File: src/rtl/slip_syncnt_up.sv
// Synchronous up counter with clear, parallel load, compare/auto-reload,
// sticky overflow and terminal-count output for cascading stages.
module slip_syncnt_up #(
    parameter int unsigned           WIDTH     = 9,
    parameter logic [WIDTH-1:0]      RESET_VAL = '0
) (
    input  logic             MasterClock,
    input  logic             RESET,
    input  logic             CE,
    input  logic             CLL,
    input  logic             LD,
    input  logic [WIDTH-1:0] D,
    input  logic             CMPWR,
    input  logic [WIDTH-1:0] CMPD,
    input  logic             AUTORL,
    input  logic             OVFCLR,
    output logic [WIDTH-1:0] Q,
    output logic [WIDTH-1:0] QB,
    output logic             TC,
    output logic             MATCH,
    output logic             OVF
);

    logic [WIDTH-1:0] q_q, q_d;
    logic [WIDTH-1:0] cmp_q, cmp_d;
    logic             match_q, match_d;
    logic             ovf_q, ovf_d;

    logic all_ones;
    logic eq;
    logic count_ok;
    logic wrap;

    assign all_ones = &q_q;
    assign eq       = (q_q == cmp_q);
    // Counting qualifies only when no clear, load or reset overrides it.
    assign count_ok = CE & CLL & ~LD & ~RESET;
    assign wrap     = count_ok & all_ones & ~(AUTORL & eq);

    always_comb begin
        q_d = q_q;
        if (RESET) begin
            q_d = RESET_VAL;
        end else if (!CLL) begin
            q_d = '0;
        end else if (LD) begin
            q_d = D;
        end else if (CE && AUTORL && eq) begin
            q_d = '0;
        end else if (CE) begin
            q_d = q_q + 1'b1;
        end
    end

    always_comb begin
        cmp_d = cmp_q;
        if (RESET) begin
            cmp_d = RESET_VAL;
        end else if (CMPWR) begin
            cmp_d = CMPD;
        end
    end

    always_comb begin
        match_d = count_ok & eq;
        ovf_d   = ovf_q;
        if (RESET) begin
            ovf_d = 1'b0;
        end else if (wrap) begin
            ovf_d = 1'b1;
        end else if (OVFCLR) begin
            ovf_d = 1'b0;
        end
    end

    always_ff @(posedge MasterClock) begin
        q_q     <= q_d;
        cmp_q   <= cmp_d;
        match_q <= match_d;
        ovf_q   <= ovf_d;
    end

    assign Q     = q_q;
    assign QB    = ~q_q;
    assign TC    = CE & all_ones;
    assign MATCH = match_q;
    assign OVF   = ovf_q;

endmodule

File: config.mk
export PLATFORM = sky130hd
export DESIGN_NAME = slip_syncnt_up
export DESIGN_NICKNAME = d
export VERILOG_FILES = /design/src/rtl/slip_syncnt_up.sv
export SDC_FILE = /design/constraint.sdc
export NUM_CORES = 1
export LEC_CHECK = 0
export BUFFER_PORTS_ARGS = -buffer_cell sky130_fd_sc_hd__buf_2
export CAP_MARGIN = 40
export CELL_PAD_IN_SITES_DETAIL_PLACEMENT = 1
export CELL_PAD_IN_SITES_GLOBAL_PLACEMENT = 2
export CORE_ASPECT_RATIO = 1.2
export CORE_UTILIZATION = 27
export CTS_CLUSTER_SIZE = 40
export DETAILED_ROUTE_END_ITERATION = 8
export PLACE_DENSITY_LB_ADDON = 0.1
export REMOVE_ABC_BUFFERS = 1
export SYNTH_ARGS = -nofsm -noshare
export SYNTH_HDL_FRONTEND = slang
export SYNTH_SLANG_ARGS = --single-unit
File: constraint.sdc
create_clock -name MasterClock -period 1.9 [get_ports MasterClock]
set_input_delay 0.19 -clock MasterClock [delete_from_list [all_inputs] [get_ports MasterClock]]
set_output_delay 0.19 -clock MasterClock [all_outputs]
set_load 0.01 [all_outputs]
[After elaboration in Yosys (flattened, before gate mapping)]
Index checks and enable logic that the tools add are counted.
Storage, ports and cells
  register bits: 20
  input bits: 26
  output and inout bits: 21
Operators by class
  $add $sub $neg: 1
  eq/ne operators: 1
  muxes and demuxes: 5
  bitwise operators: 13
  reduce and logical (&&, ||, !) cells: 6
Operators by type and width (number)
  2-to-1 mux 9 bit: 3
  adder 9 x 1 -> 9 bit, second input constant: 1
  == test 9 bit: 1
  NOT 9 bit: 1
  AND reduction 9 bit: 1
  AND 1 bit: 8
  NOT 1 bit: 4
  nonzero test 3 bit: 1
  logical AND 1 bit: 2
  2-to-1 mux 1 bit: 2
  nonzero test 2 bit: 1
  OR reduction 2 bit: 1

[Depth between registers and ports, before layout]
Gate-level depths: netlist of run 1.
  word-level depth: 6
  mapped depth: 7

[Worst setup path before layout of run 1]
OpenSTA, ideal clock, no wires.
  path type: reg-to-output
  start point: reg q_q[1] (netlist: Q[1])
  end point: out TC
  arrival: 1.247 ns
  setup slack: 0.463 ns
  cell stages (with the launch flop): 6
  path buffers: 0
  cells stage by stage: dfxtp_1 -> ha_1 -> nand2_1 -> nor3_1 -> ha_1 -> and2_1
Between the ends
  cells in the longest elaborated chain, start to end: 2
Ends and longest elaborated chain
  start: declaration: line 24  | logic [WIDTH-1:0] q_q, q_d;
  start signal: assignment: line 77  | q_q <= q_d;
  AND reduction 9 bit: line 34  | assign all_ones = &q_q;
  AND 1 bit: line 85  | assign TC = CE & all_ones;
  end: declaration: line 19  | output logic TC,
No other way between the ends.

[Final worst setup path of run 1]
  start point: reg q_q[4] (netlist: Q[4])
  end point: out TC
The elaborated chain is that of the path after synthesis.

==> metrics.md, run 1 <==
| Metric | Value |
|---|---|
| First-pass DRT Iterations | `4` |
| Post-Syn Area per Cell | `9.129 um^2` |
| H-tree Lvls | `1` |
| Critical Path End Type | `output port` |
| DIE WIDTH | `61.35 um` |
| ANT nets after route | `0` |
| Synth top area share | `0.3509` |
| Relative slew slack | `0.7042` |
| R2R depth | `6` |
| # diodes | `0` |
| Initial antenna violation count | `0` |
| Status | `complete, no violations` |
| Min cycle time layout | `1838 ps` |
| Number of global-route vias before repair | `1121` |
| Static Leakage | `~0.00070 uW` |
| WP data arrival | `1650 ps` |
| # DRC | `0` |
| Max VDD drop | `0.3197 mV` |
| Maximum clock rate | `0.5440 GHz` |
| Critical Path RT | `1710 ps` |
| Hold path cells | `2` |
| Final Max Tran Viols | `0` |
| Die ar. | `4491 um^2` |
| # IOs | `47` |
| Via count | `around 1100` |
| Final setup fails | `0` |
| HP Start | `OVFCLR` |
| Cell area after synthesis | `1141 um^2` |
| WL final | `3.283 mm` |
| Pwr per Cell Area | `slightly above 600 nW/um^2` |
| CTS tree | `yes` |
| Crit start category | `register` |
| Top post-synthesis cells by area | `dfxtp_1, mux2i_1, o32ai_2` |
| Final clock skew | `3.313 ps` |
| Crit-path max FO | `4` |
| Clock Sinks | `20` |
| Pin count of the biggest net entering global routing | `15` |
| Clock Path Buffers | `2` |
| Yosys warns | `0` |
| Clock transition at the registers of the reported paths | `80 ps` |
| Hold Crit Class | `in -> reg` |
| Nets | `203` |
| Root Driver | `clkbuf_8` |
| Top post-synthesis cells by count | `dfxtp_1, inv_1, nor2_1, nor3_1` |
| Reg2Reg Launch Point | `Q[4]` |
| Detail Placement HPWL | `about 2.7 mm` |
| Port bufs | `46` |
| Wire per inst | `14.40 um` |
| Cell Rows | `25` |
| Number of synthesized flops with an enable pin | `0` |
| Top-count cell post-synth | `dfxtp_1` |
| Tightest Pin Transition | `442.8 ps` |
| Hold Path End | `OVF` |
| Area leader, netlist | `dfxtp_1` |
| DRT iter0 DRCs | `11` |
| Share of layout cells above drive strength 1 | `0.4368` |
| Placement Setup Slack | `104.4 ps` |
| CTS buffer count | `3` |
| Synth unique cells | `29` |
| Seq/Total Area, Yosys | `0.3509` |
| DP Cell Count | `221` |
| Most used DFF post-synth | `dfxtp_1` |
| Insertion delay to the later sink of the worst-skew pair | `260 ps` |
| Fin. Hold Viols | `0` |
| Fin crit share | `0.9675` |
| First-pass GRT wire length | `5.354 mm` |
| Fillers | `520` |
| Via/cell ratio | `4.711` |
| GRT Overall Usage | `0.1620` |
| Initial Util | `0.2850` |
| Grt ovf | `0` |
| Synth Instances | `approximately 130` |
| Finished Layout Cells | `228` |
| Flop-to-flop setup slack | `roughly 190 ps` |
| Critical path class | `reg -> out` |
| Setup slack after layout | `61.80 ps` |
| Fraction of registers with async set/reset | `0` |
| Area Overhead vs Synth | `35.20%` |
| Hold_buf cts | `0` |
| Max Cap Viol | `0` |
| Die height | `around 73 um` |
| Core area | `around 4000 um^2` |
| GPL Wtd Cong | `0.7472` |
| Crit Reg-Reg Endpoint | `Q[4]` |
| Synth Register Bits | `20` |
area by class of cell:
type | count | area (um^2) | share of cell area
Multi-Input combinational cell | 85 | 666.9 | 0.4323
Sequential cell | 20 | 409.1 | 0.2652
Clock buffer | 4 | 55.05 | 0.03569
Tap cell | 54 | 67.56 | 0.04380
Timing Repair Buffer | 54 | 302.8 | 0.1963
Inverter | 11 | 41.29 | 0.02676
placed cells by master, fill, tap and decap left out:
cell,Yosys,routed
o32ai_2,5,5
xor2_1,9,9
ha_2,0,2
buf_4,0,7
o32ai_1,1,1
nand2b_1,1,1
and3_1,1,1
dfxtp_2,0,4
nor3b_1,1,1
xnor2_1,6,6
or3b_1,1,1
nand2_2,0,1
inv_1,11,11
and2_1,1,1
mux2i_1,9,9
nor2_1,11,11
dfxtp_4,0,1
a41oi_1,1,1
nand4_1,1,1
nand3_1,3,3
dfxtp_1,20,15
buf_2,4,46
o22ai_1,2,2
and4_2,1,1
nor4_2,1,1
a21oi_1,9,9
and4_1,2,1
nand2_1,5,4
and4_4,0,1
buf_12,0,1
o31a_1,1,1
nor3_4,0,1
clkbuf_8,0,4
o32ai_4,1,1
nor3_1,10,9
through the flow:
step / utilization / total power, uW / instance area [um^2] / hold WS, ps / TNS, ps
finish: 0.3853 / 962.2 / 1543 / 110.2 / 0
global route: 0.3853 / 1010 / 1543 / 124.3 / -8.697
CTS: 0.3803 / 972.7 / 1523 / 112.7 / 0
detailed placement: 0.3584 / 642.1 / 1435 / 392.2 / 0
global placement: 0.3584 / 636.5 / 1435 / 395.9 / 0
floorplan: - / 550.0 / 1087 / 262.4 / 0
kinds of logic (layout without fill, tap and decap cells):
| logic type | count (synthesis) | in the layout | share of synthesized area |
|---|---|---|---|
| simple gates | 39 | 39 | 0.1809 |
| compound gates | 20 | 20 | 0.1689 |
| flops | 20 | 20 | 0.3509 |
| buf+inv | 20 | 69 | 0.08333 |
| xor+xnor | 15 | 15 | 0.1151 |
| mux | 9 | 9 | 0.07895 |
| fa+ha+maj | 2 | 2 | 0.02193 |
worst max-delay path by stage:
stage               end  depth (start not counted)  from  slack [ps]
floorplan           OVF                          4  Q[1]         340
global placement     TC                          6  Q[2]          90
detailed placement   TC                          6  Q[0]         100
CTS                  TC                          7  Q[4]          10
global route         TC                          7  Q[4]          -9
finish               TC                          7  Q[4]          60
per-layer routing:
metal	GRT usage	part of all wire	vias up
li1	-	-	532
met2	0.2862	0.51	27
met1	0.2037	0.44	513
met5	0	0	-
met4	0.03704	0.0058	0
met3	0.02305	0.039	2
critical path, cell delays in order (launching register included):
cell and delay, ps:
dfxtp_2 340, buf_4 130, and4_4 220, nand2_2 80, nor3_4 180, ha_2 200, and2_1 120, buf_2 120
sequential cells by signal, indices dropped and copies added, names as in the netlist:
signal,cells
MATCH,1
cmp_q,9
OVF,1
Q,9
report_power, final:
group	internal, uW	switching (uW)	leakage, uW
Combinational	81.5	91.8	0.000507
Sequential	437	19.7	0.000166
Clock	184	147	0.0000288
repair_timing:
| action | in CTS | in global routing |
|---|---|---|
| endpoints found under the setup margin | 1 | 1 |
| buffers inserted | 1 | 2 |
| pin swaps | 2 | 0 |
| hold endpoints to repair | 0 | 0 |
| gates resized for setup | 10 | 2 |
Note: power is estimated with default switching activity, not from simulation.
==> inputs of run 2 (changes only) <==
==> constraint.sdc (replaced) <==
create_clock -name MasterClock -period 2.1 [get_ports MasterClock]
set_input_delay 0.21 -clock MasterClock [delete_from_list [all_inputs] [get_ports MasterClock]]
set_output_delay 0.21 -clock MasterClock [all_outputs]
set_load 0.01 [all_outputs]
==> run 2 against run 1 <==
Compared with the run above:
- wire length is 0.18% higher
- clock skew is essentially flat
- count of clock-buffer cells in the layout stayed put
- critical path depth down 1
- combinational power decreased by 10%
- total power down 10%
- die area unchanged
- global-route usage shrank 0.20 points
- highest routed layer unchanged
- sequential share of layout area is 0.64 points higher
- first-iteration DRC count grew 55%
- largest cell class unchanged
==> metrics.md, run 2 (synthesis gave the netlist of run 1 again) <==
| Metric | Value |
|---|---|
| Status | `complete, no violations` |
| NetSw | `232.6 uW` |
| Clock Sinks | `20` |
| RSZ-0062 raised after global routing | `false` |
| Final clock skew | `between 3 and 4 ps` |
| Post-place instance area | `between 1000 and 1500 um^2` |
| M2 GR Usage | `0.2609` |
| Final setup fails | `0` |
| Setup slack after layout | `203.9 ps` |
| Commonest non-fill, non-tap cells in the layout | `buf_2, dfxtp_1, inv_1, nor2_1, nor3_1` |
| Root Driver | `clkbuf_8` |
| Worst path slowest cell | `dfxtp_1` |
| Insertion delay to the later sink of the worst-skew pair | `260 ps` |
| Tightest Pin Transition | `487.3 ps` |
| Placement Setup Slack | `346.9 ps` |
| Wire per inst | `14.62 um` |
| Hold Crit Class | `in -> reg` |
| ANT nets after route | `0` |
| WP buf/inv | `1` |
| Fin crit share | `0.9029` |
| Commonest non-fill, non-tap cell in the layout | `buf_2` |
| WP data arrival | `~1700 ps` |
| Gate power share | `0.179` |
| CTS buffer count | `3` |
| GRT Overall Usage | `0.1600` |
| # DRC | `0` |
| Critical path class | `reg -> out` |
| Die height | `73.22 um` |
| Max Cap Viol | `0` |
| CTS tree | `yes` |
| Nets | `200` |
| DP Cell Count | `~220` |
| Pin count of the biggest net entering global routing | `14` |
| Hold_buf cts | `0` |
| Final Max Tran Viols | `0` |
| Port bufs | `46` |
| Clock transition at the registers of the reported paths | `~80 ps` |
| Area Overhead vs Synth | `29.61%` |
| Via count | `1062` |
| Critical Path RT | `1890 ps` |
| Cell Rows | `25` |
| Critical Path End Type | `output port` |
| Fin. Hold Viols | `0` |
| GPL Wtd Cong | `0.8422` |
| Crit-path max cell delay | `450 ps` |
| Initial Util | `0.2850` |
| Setup TNS Final | `0 ps` |
| Clk network pwr share | `0.345` |
| Min cycle time layout | `1896 ps` |
| Number of global-route vias before repair | `1050` |
| First-pass GRT wire length | `approximately 5.4 mm` |
| Crit Reg-Reg Endpoint | `Q[3]` |
| Relative slew slack | `0.6744` |
| Finished Cell Area | `~1500 um^2` |
| WL final | `around 3.3 mm` |
| Logic depth of the worst setup path including buffers | `6` |
| # IOs | `47` |
| Crit start category | `register` |
| CP Launch Point | `Q[3]` |
| Reg2Reg Launch Point | `Q[4]` |
| Maximum clock rate | `around 0.53 GHz` |
| Grt ovf | `0` |
| Seq pwr share | `0.476` |
| Core area | `4004 um^2` |
| GR peak layer | `met2` |
| Static Leakage | `0.0006703 uW` |
| Pwr per Cell Area | `585.2 nW/um^2` |
| Crit-path max FO | `6` |
| DRT iter0 DRCs | `17` |
| Switching portion of total power | `0.2688` |
| Initial antenna violation count | `0` |
| GR met1 Demand/Resource | `0.2228` |
| DIE WIDTH | `around 61 um` |
| Crit path to | `TC` |
| Share of layout cells above drive strength 1 | `0.3743` |
| CP Cell Sequence | `and4_1 > nand2_1 > nor3_1 > ha_1 > and2_1 > buf_2` |
| Detail Placement HPWL | `2.663 mm` |
| Cell Int Power | `around 630 uW` |
| Flop-to-flop setup slack | `~330 ps` |
| Fillers | `511` |
| M3 GR Usage | `0.01596` |
| H-tree Lvls | `1` |
| Die ar. | `4491 um^2` |
| Finished Layout Cells | `225` |
| First-pass DRT Iterations | `3` |
| Via/cell ratio | `4.720` |
| Clock Path Buffers | `2` |
| # diodes | `0` |
| CP delay by family, top | `simple AND/OR/NAND/NOR gates` |
| Max VDD drop | `between 0.2 and 0.3 mV` |
| R2R depth | `5` |
run 2: changes by cell type in the layout (fill, tap and decap cells not counted):
cell	change
nor3_1	+1
dfxtp_1	+4
dfxtp_4	-1
ha_2	-2
nand2_2	-1
ha_1	+2
and4_4	-1
buf_12	-1
nand2_1	+1
buf_4	-2
nor3_4	-1
dfxtp_2	-3
and4_1	+1
run 2: area by class of cell:
cell class,count,area (um^2),area share
timing repair buffer,51,267.8,0.1810
inverter,11,41.29,0.02792
tap,54,67.56,0.04569
multi-input combinational,85,645.6,0.4365
clock buffer,4,55.05,0.03723
sequential,20,401.6,0.2716
run 2: power by group through the flow:
| stage | combinational, uW | sequential (uW) | clock (uW) |
|---|---|---|---|
| final | 155 | 412 | 299 |
| after global routing | 173 | 415 | 332 |
| after CTS | 157 | 412 | 309 |
| after detailed placement | 156 | 421 | 0 |
| after global placement | 154 | 421 | 0 |
| after floorplan | 76.5 | 421 | 0 |
run 2: routing by layer:
layer | share of wire | vias up
li1 | - | 534
met2 | 0.48 | 29
met4 | 0.016 | 0
met3 | 0.037 | 4
met5 | 0 | -
met1 | 0.47 | 495
run 2: metrics by stage:
stage | hold slack (ps) | utilization | power, uW
after floorplan | 282.4 | - | 497.6
after global placement | 403.8 | 0.3553 | 574.7
after detailed placement | 406.4 | 0.3553 | 577.4
after CTS | 129.6 | 0.3691 | 879.1
after global routing | 124.5 | 0.3694 | 920.4
final | 133.7 | 0.3694 | 865.4
run 2: worst reg2reg max path, cell delays in order, from the launching register on:
cell	delay, ps
dfxtp_1	360
xor2_1	160
nor4_2	400
and4_1	380
buf_4	230
o32ai_2	110
run 2: repair_timing:
action / in CTS / in global routing
endpoints found under the setup margin: 0 / 1
setup buffers: 0 / 0
gates resized for setup: 0 / 1
run 2: worst min path at each step:
| stage | startpoint | end | slack [ps] | depth (start not counted) |
|---|---|---|---|---|
| after CTS | OVFCLR | OVF | 130 | 2 |
| after floorplan | RESET | cmp_q[0] | 280 | 1 |
| after global routing | OVFCLR | OVF | 120 | 2 |
| final | OVFCLR | OVF | 130 | 2 |
| after global placement | OVFCLR | OVF | 400 | 2 |
| after detailed placement | OVFCLR | OVF | 410 | 2 |
